--- config.mk ---
export PLATFORM = sky130hd
export DESIGN_NAME = mem_access_unit
export DESIGN_NICKNAME = d
export VERILOG_FILES = /design/src/rtl/mem_access_unit.sv
export SDC_FILE = /design/constraint.sdc
export NUM_CORES = 1
export LEC_CHECK = 0
export ABC_CLOCK_PERIOD_IN_PS = 2750
export CORE_ASPECT_RATIO = 1.5
export CORE_UTILIZATION = 45
export CTS_CLUSTER_DIAMETER = 200
export DETAILED_ROUTE_END_ITERATION = 12
export GPL_TIMING_DRIVEN = 0
export PLACE_DENSITY = 0.85
export SYNTH_ARGS = -nofsm -noshare
export SYNTH_HDL_FRONTEND = slang
export SYNTH_SLANG_ARGS = --single-unit
--- constraint.sdc ---
create_clock -name clk -period 2.75 [get_ports clk]
set_clock_uncertainty 0.2 [all_clocks]
set_input_delay 0.55 -clock clk [delete_from_list [all_inputs] [get_ports clk]]
set_output_delay 0.55 -clock clk [all_outputs]
set_load 0.01 [all_outputs]
--- src/rtl/mem_access_unit.sv ---
// MEM stage of the pipelined MIPS: data-memory req/ready port, branch resolve and the MEM/WB register.
// Define MEM_ALIGN_CHECK_EN to reject non-word-aligned accesses and expose the sticky misalign_err port.
module mem_access_unit #(
    parameter int TIMEOUT_CYCLES = 16,
    parameter int CNT_W          = 5
) (
    input  logic        clk,
    input  logic        reset,
    input  logic        reg_write_in,
    input  logic        mem_to_reg_in,
    input  logic        branch_in,
    input  logic        mem_read_in,
    input  logic        mem_write_in,
    input  logic        zero_in,
    input  logic [31:0] alu_result_in,
    input  logic [31:0] read_data2_in,
    input  logic [4:0]  write_reg_in,
    input  logic [31:0] branch_target_in,
    output logic        dmem_req,
    output logic        dmem_we,
    output logic [31:0] dmem_addr,
    output logic [31:0] dmem_wdata,
    input  logic        dmem_ready,
    input  logic [31:0] dmem_rdata,
    output logic        stall,
    output logic        pc_src,
    output logic [31:0] pc_branch,
    output logic        flush,
    output logic        bus_error,
`ifdef MEM_ALIGN_CHECK_EN
    output logic        misalign_err,
`endif
    output logic        reg_write_out,
    output logic        mem_to_reg_out,
    output logic [31:0] read_data_out,
    output logic [31:0] alu_result_out,
    output logic [4:0]  write_reg_out
);

    typedef enum logic [1:0] {IDLE, BUSY, DONE} state_t;

    localparam logic [CNT_W-1:0] CNT_LAST = CNT_W'(TIMEOUT_CYCLES - 1);

    state_t           state;
    logic [CNT_W-1:0] wait_cnt;
    logic [31:0]      captured;
    logic             acc;
    logic             misaligned;
    logic             start;

    assign acc = mem_read_in | mem_write_in;
`ifdef MEM_ALIGN_CHECK_EN
    assign misaligned = acc & (alu_result_in[1:0] != 2'b00);
`else
    assign misaligned = 1'b0;
`endif
    assign start = acc & ~misaligned;

    // The stall must be visible in the same cycle the access is seen so EX/MEM holds the instruction.
    assign stall     = (state == BUSY) | ((state == IDLE) & start);
    assign pc_src    = branch_in & zero_in & (state == IDLE);
    assign pc_branch = branch_target_in;
    assign flush     = pc_src;

    always_ff @(posedge clk) begin
        if (!reset) begin
            state          <= IDLE;
            wait_cnt       <= '0;
            captured       <= '0;
            dmem_req       <= 1'b0;
            dmem_we        <= 1'b0;
            dmem_addr      <= '0;
            dmem_wdata     <= '0;
            bus_error      <= 1'b0;
`ifdef MEM_ALIGN_CHECK_EN
            misalign_err   <= 1'b0;
`endif
            reg_write_out  <= 1'b0;
            mem_to_reg_out <= 1'b0;
            read_data_out  <= '0;
            alu_result_out <= '0;
            write_reg_out  <= '0;
        end else begin
            case (state)
                IDLE: begin
                    if (start) begin
                        dmem_req       <= 1'b1;
                        dmem_we        <= mem_write_in;
                        dmem_addr      <= alu_result_in;
                        dmem_wdata     <= read_data2_in;
                        wait_cnt       <= '0;
                        state          <= BUSY;
                        reg_write_out  <= 1'b0;
                        mem_to_reg_out <= 1'b0;
                        read_data_out  <= '0;
                        alu_result_out <= '0;
                        write_reg_out  <= '0;
                    end else begin
                        reg_write_out  <= reg_write_in & ~misaligned;
                        mem_to_reg_out <= mem_to_reg_in;
                        read_data_out  <= '0;
                        alu_result_out <= alu_result_in;
                        write_reg_out  <= write_reg_in;
`ifdef MEM_ALIGN_CHECK_EN
                        if (misaligned) begin
                            misalign_err <= 1'b1;
                        end
`endif
                    end
                end
                BUSY: begin
                    reg_write_out  <= 1'b0;
                    mem_to_reg_out <= 1'b0;
                    read_data_out  <= '0;
                    alu_result_out <= '0;
                    write_reg_out  <= '0;
                    // A ready arriving on the last allowed cycle still completes normally.
                    if (dmem_ready) begin
                        captured <= dmem_we ? 32'h0 : dmem_rdata;
                        dmem_req <= 1'b0;
                        state    <= DONE;
                    end else if (wait_cnt == CNT_LAST) begin
                        bus_error <= 1'b1;
                        captured  <= '0;
                        dmem_req  <= 1'b0;
                        state     <= DONE;
                    end else begin
                        wait_cnt <= wait_cnt + 1'b1;
                    end
                end
                DONE: begin
                    reg_write_out  <= reg_write_in;
                    mem_to_reg_out <= mem_to_reg_in;
                    read_data_out  <= captured;
                    alu_result_out <= alu_result_in;
                    write_reg_out  <= write_reg_in;
                    state          <= IDLE;
                end
                default: state <= IDLE;
            endcase
        end
    end

endmodule

### Yosys cells after proc, flatten, opt, wreduce, memory -nomap -nowiden

Index checks and enable logic that the tools add are counted.

* $add $sub $neg: 1
* multipliers: 0
* div/mod/pow operators: 0
* magnitude comparators: 0
* eq/ne operators: 7
* shift operators: 0
* multiplexer cells: 24
* bitwise operators: 6
* reductions and logical operators: 12

Operators by type and width (count)
* two-way mux 32 bit: 4
* case mux 32 bit (3 select lines): 1
* case mux 32 bit (2 select lines): 1
* two-way mux 5 bit: 4
* case mux 5 bit (3 select lines): 1
* case mux 5 bit (2 select lines): 1
* two-way mux 2 bit: 3
* inequality test 2 bit (second input constant): 3
* case mux 1 bit (3 select lines): 2
* AND reduction 2 bit: 3
* AND reduction 3 bit: 2
* nonzero test 2 bit: 3
* adder 5 x 1 -> 5 bit (second input constant): 1
* == test 5 x 4 -> 1 bit (second input constant): 1
* two-way mux 1 bit: 5
* case mux 2 bit (2 select lines): 1
* AND reduction 4 bit: 1
* AND 1 bit: 3
* inequality test 3 x 2 -> 1 bit (second input constant): 1
* nonzero test 3 bit: 1
* == test 2 x 1 -> 1 bit (second input constant): 1
* == test 2 bit (second input constant): 1
* logical NOT 2 bit: 1
* bitwise OR 1 bit: 2
* 3 further kinds: 3

* register bits: 177
* bits in latches: 0
* RAM bits: 0
* bits in read-only memories: 0
* bits of input ports: 142
* output and inout port bits: 173
* memories: 0

### Depth between registers and ports, before layout

Gate-level depths: netlist (run 1).

* word-level depth: 4
* mapped depth: 8
* mapped depth without buffers: 6

### Least setup slack after synthesis (run 1)

No wires, ideal clock.

* kind: reg-to-reg
* start point: register wait_cnt[0]
* end point: register captured[15]
* setup time: 0.070 ns
* arrival: 1.607 ns
* slack: 0.873 ns
* stages on the path, launching flop included: 8
* path buffers: 1
* period minus slack after synthesis: 1.877 ns
* path through: dfxtp_1 -> ha_1 -> and3_1 -> ha_1 -> o21ai_1 -> clkbuf_1 -> nand2_1 -> a21oi_1

* word-level cells in the longest chain between the ends: 3

Ends and longest elaborated chain
* from (decl): RTL line 45 `logic [CNT_W-1:0] wait_cnt;`
* from (signal assigned): RTL line 128 `wait_cnt <= wait_cnt + 1'b1;`
* == test 5 x 4 -> 1 bit: RTL line 122 `end else if (wait_cnt == CNT_LAST) begin`
* nonzero test 2 bit (no line)
* AND reduction 2 bit (no line)
* to (signal assigned): RTL line 119 `captured <= dmem_we ? 32'h0 : dmem_rdata;`
* to (decl): RTL line 46 `logic [31:0] captured;`

No other way between the ends.
A chain may end at the register's enable or synchronous reset.

### Final worst setup path (run 1)

* start point: register state[1]
* end point: output port stall

* word-level cells in the longest chain between the ends: 3
* elaborated cells on any way between the ends: 4
* classes of those cells: eq/ne (1); bitwise (2); reduce/logical (1)

Ends and longest elaborated chain
* from (decl): RTL line 44 `state_t state;`
* from (signal assigned): RTL line 67 `state <= IDLE;`
* from (signal assigned): RTL line 92 `state <= BUSY;`
* from (signal assigned): RTL line 121 `state <= DONE;`
* logical NOT 2 bit: RTL line 60 `assign stall = (state == BUSY) | ((state == IDLE) & start);`
* AND 1 bit: RTL line 60
* bitwise OR 1 bit *: RTL line 60
* to (decl): RTL line 25 `output logic stall,`

Every way passes the cells marked *; elsewhere a longest branch is shown, timed or not.

==> flow_summary.json, run 1 <==
{
  "cts_hold_buf": 0,
  "grtUsageMet3_pct": 6.87,
  "clock.fmax_mhz": 375,
  "fin_tns_setup_ns": 0,
  "floorplan.die_area_mm2": 0.0162,
  "cp-endpoint": "stall",
  "finalNetCount": 1334,
  "cts-root-buf": "clkbuf_16",
  "slowest_delay_ns": 0.53,
  "regToRegStartpoint": "wait_cnt[0]",
  "crit_type": "register to primary output",
  "portBuffers": 281,
  "synth-edff-count": 0,
  "startpoint": "state[1]",
  "netlist_area_mm2": 0.00706,
  "clock-sinks": 177,
  "grtUsageMet2_pct": 50.6,
  "cp-start-kind": "register",
  "drv_cap": 0,
  "netlist_instances": 882,
  "path_buf_inv": 3,
  "grt_overflow": 0,
  "crit_family": "buffers and inverters",
  "relSlewSlack_pct": 60.9,
  "pwr-share-comb_pct": 18.7,
  "cts.path.max_buffers": 2,
  "cp_slowest_cell": "clkdlybuf4s50_1",
  "cts_max_level": 4,
  "dpl.cell_count": 1362,
  "rows": 55,
  "clkPwrFrac_pct": 39.2,
  "top_usage_layer": "met2",
  "rsz0062_at_grt": "no",
  "slew_viol_final": 0,
  "final_common_cell": "clkdlybuf4s50_1",
  "endpoint_kind": "primary output",
  "crit_required_ns": 2.00,
  "syn_nets": 1032,
  "reg2reg_to": "captured[4]",
  "finalHoldViolCount": 0,
  "area_growth_pct": 52.9,
  "worstSkewPairLatency_ns": 0.42,
  "grt_use_met1_pct": 26.3,
  "grt_pass1_wl_mm": 33.9,
  "wire_per_inst_um": 15.4,
  "drt-total-wl_mm": 21.5,
  "period_share_pct": 96.9,
  "ir_drop_uv": 377,
  "synthMuxAreaShare_pct": 0.284,
  "yosys.area_share.simple_pct": 23.7,
  "vias": 7116,
  "initial_core_util_pct": 46.4,
  "fill_cells": 1193,
  "finalNonFillerCells": 1396,
  "synth.avg_cell_area_um2": 8.00,
  "synth_top_family_by_area": "simple AND/OR/NAND/NOR gates",
  "die_h_um": 155,
  "crit_chain": "inv_2, ha_4, o21ai_2, buf_6, nand2b_1, clkdlybuf4s50_1",
  "final-seq-area_mm2": 0.00354,
  "drc": 0,
  "tritoncts": "built",
  "r2r_cells": 7,
  "yosys_register_bits": 177,
  "core_mm2": 0.0152,
  "synth_compound_area_share_pct": 16.3,
  "numCtsBuffers": 17,
  "dp_hpwl_mm": 16.3,
  "seqPwrFrac_pct": 42.2,
  "timing.hold.ws_ns": 0.245,
  "synth_cell_types": 32,
  "p_per_area_mw_per_mm2": 611,
  "antenna_found_initial": 0,
  "worst_pin_slew_ns": 0.586,
  "intPower_mw": 4.81,
  "outcome": "complete, no violations",
  "crit_cells": 6,
  "viasPerCell": 5.10,
  "synthAdderAreaFrac_pct": 1.42,
  "grt_util_all_layers_pct": 26.4,
  "ant_nets": 0,
  "synth_warnings": 0,
  "first_global_vias": 6864,
  "switching_share_pct": 27.1,
  "path_clk_slew_ns": 0.07,
  "io_pins": 315,
  "final_util_pct": 71.0,
  "crit_fanout": 10,
  "drive_gt1_share_pct": 8.86,
  "async_reset_ff_share_pct": 0,
  "hold_class": "primary input to register",
  "drtPass1Iterations": 5,
  "ys_seq_area_share_pct": 50.2,
  "die_w_um": 104,
  "finalCriticalPeriod_ns": 2.66,
  "grt_max_degree": 19,
  "final_cell_mix": "clkdlybuf4s50_1, nand2_1, dfxtp_1",
  "num_antenna_cells": 0,
  "setup_viol": 0,
  "r2r_slack_ns": 0.46,
  "arrival_ns": 1.91,
  "synth_ff_type": "dfxtp_1",
  "multi_input_area_mm2": 0.00296,
  "synth-xor-area-share_pct": 0,
  "gp_congestion": 0.841,
  "switchingPower_mw": 1.79,
  "p_leak_nw": 3.93,
  "first_iter_violations": 340
}
-- what timing repair did --
item | in CTS | in global routing
gates resized for setup | 9 | 1
endpoints found under the setup margin | 2 | 1
gates cloned | 0 | 0
pin swaps | 1 | 1
setup buffers | 1 | 2
-- layer usage --
layer / vias up / routed length, um
met1: 3261 / 7720
met3: 56 / 1500
li1: 3498 / -
met2: 301 / 11500
met4: 0 / 730
met5: - / 0
-- metrics by stage --
stage | setup slack (ns) | total power, mW | instance area (um^2)
after floorplan | 0.873 | 3.40 | 7060
after global routing | 0.00731 | 6.87 | 10800
final | 0.0855 | 6.60 | 10800
after CTS | 0.0150 | 6.63 | 10800
after global placement | -0.361 | 4.03 | 10100
after detailed placement | -0.368 | 4.05 | 10100
-- worst register-to-register path: stages, from the launching register on --
cell and delay, ns:
dfxtp_1 0.34, ha_1 0.23, and3_1 0.21, ha_1 0.22, o21ai_1 0.32, clkbuf_1 0.41
nand2_1 0.13, a21oi_1 0.16
-- cell type report --
class                           count  share of cell area (%)
Sequential cell                   177                    32.8
Multi-Input combinational cell    595                    27.4
Timing Repair Buffer              284                    26.2
Buffer                            104                    5.16
Clock buffer                       17                    3.94
Tap cell                          199                    2.31
Clock inverter                     15                    1.94
Inverter                            5                   0.174
-- cells by family (layout without fill, tap and decap cells) --
logic type / after synthesis / after routing
AND/OR/NAND/NOR: 362 / 362
flip-flops: 177 / 177
adder cells (fa/ha/maj): 8 / 8
AO/OA/AOI/OAI: 223 / 223
multiplexers: 2 / 2
buffers and inverters: 110 / 425
-- Yosys cell counts, types with 2 or more instances --
master      n  share of area [%]
buf_1      10               0.53
inv_1       5               0.27
a21oi_1   170                 12
ha_1        8                1.4
and3_1      2               0.18
buf_2      25                1.8
dfxtp_1   177                 50
buf_4      33                3.5
clkbuf_2    4               0.28
mux2i_1     2               0.28
nor2b_1    40                3.5
a31oi_1     2               0.18
clkbuf_1   33                1.8
nor2_1      2               0.11
o21a_1      2               0.21
o21ai_0    41                2.9
nand2b_1    3               0.27
nand3_1    34                2.4
nor3b_1     3               0.32
nand3b_1   34                3.6
o21ai_1     3               0.21
nand2_1   239                 13
-- registers in the layout (all words and copies together), names as in the netlist --
| signal | flops |
|---|---|
| read_data_out | 32 |
| wait_cnt | 5 |
| write_reg_out | 5 |
| mem_to_reg_out | 1 |
| dmem_addr | 32 |
| dmem_req | 1 |
| dmem_wdata | 32 |
| dmem_we | 1 |
| state | 2 |
| captured | 32 |
| alu_result_out | 32 |
| bus_error | 1 |
| reg_write_out | 1 |
-- worst min path at each step --
stage / from / end / slack, ns / cells past startpoint
final: reset / dmem_req / 0.25 / 2
after global routing: reset / dmem_req / 0.26 / 2
after CTS: reset / dmem_req / 0.24 / 2
after detailed placement: captured[19] / captured[19] / 0.24 / 2
after global placement: captured[15] / captured[15] / 0.24 / 2
after floorplan: captured[31] / captured[31] / 0.23 / 2
-- power by group through the flow --
stage               registers (mW)  logic, mW  clock network, mW
floorplan                     2.90      0.508                  0
CTS                           2.78       1.23               2.62
global placement              2.83       1.19                  0
global route                  2.80       1.34               2.73
detailed placement            2.84       1.21                  0
finish                        2.78       1.23               2.59
(Power assumes the default switching activity.)
==> run 2, diff against run 1 <==
SKIP_CTS_REPAIR_TIMING = 1   (was unset)
==> flow_summary.json, run 2 (synthesized netlist as in run 1, its figures left out) <==
{
  "r2r_cells": 7,
  "die_h_um": 155,
  "die_w_um": 104,
  "grt_util_all_layers_pct": 26.3,
  "min_from": "reset",
  "worst_slack_ns": 0.0714,
  "initial_core_util_pct": 46.4,
  "tritoncts": "built",
  "cp_slowest_cell": "clkdlybuf4s50_1",
  "drtPass1Iterations": 5,
  "worstSkewPairLatency_ns": 0.42,
  "reg2reg_to": "captured[4]",
  "ant_nets": 0,
  "antenna_found_initial": 0,
  "cts_max_level": 4,
  "path_clk_slew_ns": 0.07,
  "viasPerCell": 5.06,
  "timing.hold.ws_ns": 0.245,
  "wire_per_inst_um": 15.4,
  "clock.fmax_mhz": 373,
  "endpoint_kind": "primary output",
  "setup_viol": 0,
  "drc": 0,
  "final-seq-area_mm2": 0.00354,
  "path_buf_inv": 3,
  "crit_fanout": 7,
  "p_leak_nw": 3.95,
  "final_cell_mix": "clkdlybuf4s50_1, nand2_1, dfxtp_1",
  "drt-total-wl_mm": 21.5,
  "area_growth_pct": 53.3,
  "crit_family": "buffers and inverters",
  "slew_viol_final": 0,
  "cts.path.max_buffers": 2,
  "io_pins": 315,
  "first_global_vias": 6850,
  "crit_chain": "inv_2, ha_4, o21ai_2, buf_6, nand2b_1, clkdlybuf4s50_1",
  "clock-sinks": 177,
  "worst_pin_slew_ns": 0.586,
  "first_iter_violations": 298,
  "outcome": "complete, no violations",
  "multi_input_area_mm2": 0.00296,
  "finalHoldViolCount": 0,
  "dp_hpwl_mm": 16.3,
  "crit_required_ns": 2.00,
  "relSlewSlack_pct": 61.0,
  "arrival_ns": 1.93,
  "grt_max_degree": 19,
  "dp_slack_ns": -0.368,
  "r2r_slack_ns": 0.43,
  "finalCriticalPeriod_ns": 2.68,
  "floorplan.die_area_mm2": 0.0162,
  "gp_congestion": 0.841,
  "finalNetCount": 1336,
  "slowest_delay_ns": 0.53,
  "vias": 7072,
  "hold_class": "primary input to register",
  "crit_type": "register to primary output",
  "grt_pass1_wl_mm": 33.8,
  "rsz0062_at_grt": "no",
  "numCtsBuffers": 17,
  "drv_cap": 0,
  "portBuffers": 281,
  "regToRegStartpoint": "wait_cnt[0]",
  "grt_overflow": 0,
  "drive_gt1_share_pct": 9.01,
  "rows": 55,
  "period_share_pct": 97.4,
  "cts-root-buf": "clkbuf_16",
  "min_to": "dmem_req",
  "core_mm2": 0.0152,
  "ir_drop_uv": 380,
  "num_antenna_cells": 0,
  "fill_cells": 1197,
  "final_common_cell": "clkdlybuf4s50_1",
  "cp-start-kind": "register",
  "holdPathStages": 2,
  "p_per_area_mw_per_mm2": 611
}
## run 2: cell types whose count changed in the layout (fill, tap and decap cells not counted)
cell            before  now
dlygate4sd2_1        2    0
buf_4               36   37
dlymetal6s2s_1       0    2
clkbuf_4             0    1
## run 2: area by class of cell
class / instances / area share [%]
clock inverters: 15 / 1.93
inverters: 5 / 0.173
multi-input cells: 595 / 27.4
repair buffers: 285 / 26.3
plain buffers: 105 / 5.22
well taps: 199 / 2.30
clock buffers: 17 / 3.93
flip-flops and latches: 177 / 32.8
## run 2: power breakdown
group	total (mW)	internal (mW)	switching [mW]	leakage (nW)
combinational	1.24	0.632	0.608	2.20
sequential	2.78	2.71	0.0754	1.44
clock	2.59	1.48	1.11	0.308
## run 2: worst max path at each step
stage | cells past startpoint | to | from | slack [ns]
2_1_floorplan | 7 | captured[15] | wait_cnt[0] | 0.87
3_3_place_gp | 5 | stall | mem_write_in | -0.36
3_5_place_dp | 5 | stall | mem_write_in | -0.37
4_1_cts | 5 | stall | mem_write_in | -0.38
5_1_grt | 6 | stall | state[0] | 0.004
6_report | 6 | stall | state[1] | 0.07
## run 2: worst reg2reg max path, cell delays in order, from the launching register on
cell and delay (ns):
dfxtp_1 0.33, ha_1 0.23, and3_1 0.21, ha_1 0.22, o21ai_1 0.34, clkbuf_1 0.42, nand2_1 0.13, a21oi_1 0.16
## run 2: through the flow
stage	total power [mW]	setup TNS [ns]	utilization [%]	cells	instance area, um^2
after floorplan	3.40	0	-	882	7060
after global placement	4.03	-0.361	66.5	1362	10100
after detailed placement	4.05	-0.368	66.5	1362	10100
after CTS	6.61	-0.453	70.7	1394	10800
after global routing	6.87	0	71.1	1398	10800
final	6.61	0	71.1	1398	10800
## run 2: layer usage
metal	vias up	wire length (um)	track usage, %
li1	3503	-	-
met1	3246	7880	26.4
met2	278	11600	50.2
met3	45	1410	6.87
met4	0	632	11.9
met5	-	0	0
==> run 3, diff against run 2 <==
CORE_ASPECT_RATIO = unset   (was 1.5)
RECOVER_POWER = 25   (was unset)
==> flow_summary.json, run 3 (synthesized netlist as in run 1, its figures left out) <==
{
  "wire_per_inst_um": 15.4,
  "drv_cap": 0,
  "grt_overflow": 0,
  "crit_fanout": 7,
  "crit_chain": "inv_2, ha_4, and3_1, buf_4, clkdlybuf4s50_1",
  "cts_max_level": 4,
  "fill_cells": 1232,
  "drive_gt1_share_pct": 8.61,
  "vias": 7066,
  "slowest_delay_ns": 0.52,
  "relSlewSlack_pct": 56.9,
  "dpl.cell_count": 1374,
  "worst_pin_slew_ns": 0.646,
  "outcome": "complete, no violations",
  "fin_tns_setup_ns": 0,
  "portBuffers": 281,
  "dp_hpwl_mm": 16.0,
  "io_pins": 315,
  "postLayoutCellArea_mm2": 0.0107,
  "antenna_found_initial": 0,
  "first_iter_violations": 287,
  "crit_required_ns": 2.00,
  "finalHoldViolCount": 0,
  "drt-total-wl_mm": 21.7,
  "period_share_pct": 96.7,
  "holdPathStages": 2,
  "r2r_cells": 7,
  "worst_slack_ns": 0.0905,
  "cts.path.max_buffers": 2,
  "grt_util_all_layers_pct": 26.8,
  "crit_type": "register to primary output",
  "finalNonFillerCells": 1407,
  "finalNetCount": 1333,
  "final_cell_mix": "clkdlybuf4s50_1, nand2_1, dfxtp_1",
  "p_leak_nw": 3.90,
  "hold_class": "primary input to register",
  "ir_drop_uv": 418,
  "ant_nets": 0,
  "endpoint_kind": "primary output",
  "grt_pass1_wl_mm": 34.2,
  "worstSkewPairLatency_ns": 0.42,
  "arrival_ns": 1.91,
  "slew_viol_final": 0,
  "cp_slowest_cell": "clkdlybuf4s50_1",
  "cp-start-kind": "register",
  "first_global_vias": 6861,
  "drc": 0,
  "clock-sinks": 177,
  "floorplan.die_area_mm2": 0.0162,
  "numCtsBuffers": 17,
  "tritoncts": "built",
  "core_mm2": 0.0153,
  "gp_congestion": 0.832,
  "die_w_um": 127,
  "finalCriticalPeriod_ns": 2.66,
  "grt_max_degree": 17,
  "setup_viol": 0,
  "path_clk_slew_ns": 0.06,
  "viasPerCell": 5.02,
  "dp_slack_ns": -0.248,
  "drtPass1Iterations": 5,
  "rsz0062_at_grt": "no",
  "die_h_um": 127,
  "area_growth_pct": 52.2,
  "rows": 45,
  "p_per_area_mw_per_mm2": 589,
  "cts-root-buf": "clkbuf_16",
  "final_common_cell": "clkdlybuf4s50_1",
  "place_area_mm2": 0.0101,
  "clock.fmax_mhz": 376,
  "num_antenna_cells": 0,
  "initial_core_util_pct": 46.3
}
==> run 3: final timing paths <==
path,start,to,slack [ns]
setup reg to reg,state[1],dmem_addr[20],0.41
hold / removal,reset,dmem_req,0.25
hold reg to reg,captured[25],captured[25],0.25
setup / recovery,state[1],pc_src,0.09
==> run 3: layout make-up <==
class / instances / area, um^2 / area share [%]
clock inverters: 12 / 110 / 1.03
repair buffers: 282 / 2830 / 26.3
well taps: 211 / 264 / 2.46
plain buffers: 105 / 559 / 5.21
clock buffers: 20 / 457 / 4.25
multi-input cells: 595 / 2960 / 27.6
flip-flops and latches: 177 / 3540 / 33.0
inverters: 5 / 18.8 / 0.175
==> run 3: routing by layer <==
layer  vias up  share of wire [%]  track usage, %
li1       3488                  -               -
met1      3248                 40            30.7
met2       293                 49            46.5
met3        37                8.2            8.00
met4         0                2.5            11.1
met5         -                  0               0
==> run 3: report_power, final <==
group          switching (mW)  internal [mW]  total [mW]
logic                   0.607          0.619        1.23
registers              0.0772           2.71        2.79
clock network            1.01           1.30        2.31
==> run 3: critical path, delay by kind of cell, from the launching register on <==
kind	cells	cell delay, ns
DFF	1	0.35
buffers and inverters	3	0.74
and+or+nand+nor	1	0.19
adders and majority gates	1	0.20
==> run 3: metrics by stage <==
step	hold slack [ns]	power [mW]	util, %
floorplan	0.232	3.40	-
global placement	0.238	4.02	66.4
detailed placement	0.244	4.04	66.4
CTS	0.233	6.35	70.1
global route	0.255	6.59	70.4
finish	0.251	6.32	70.4
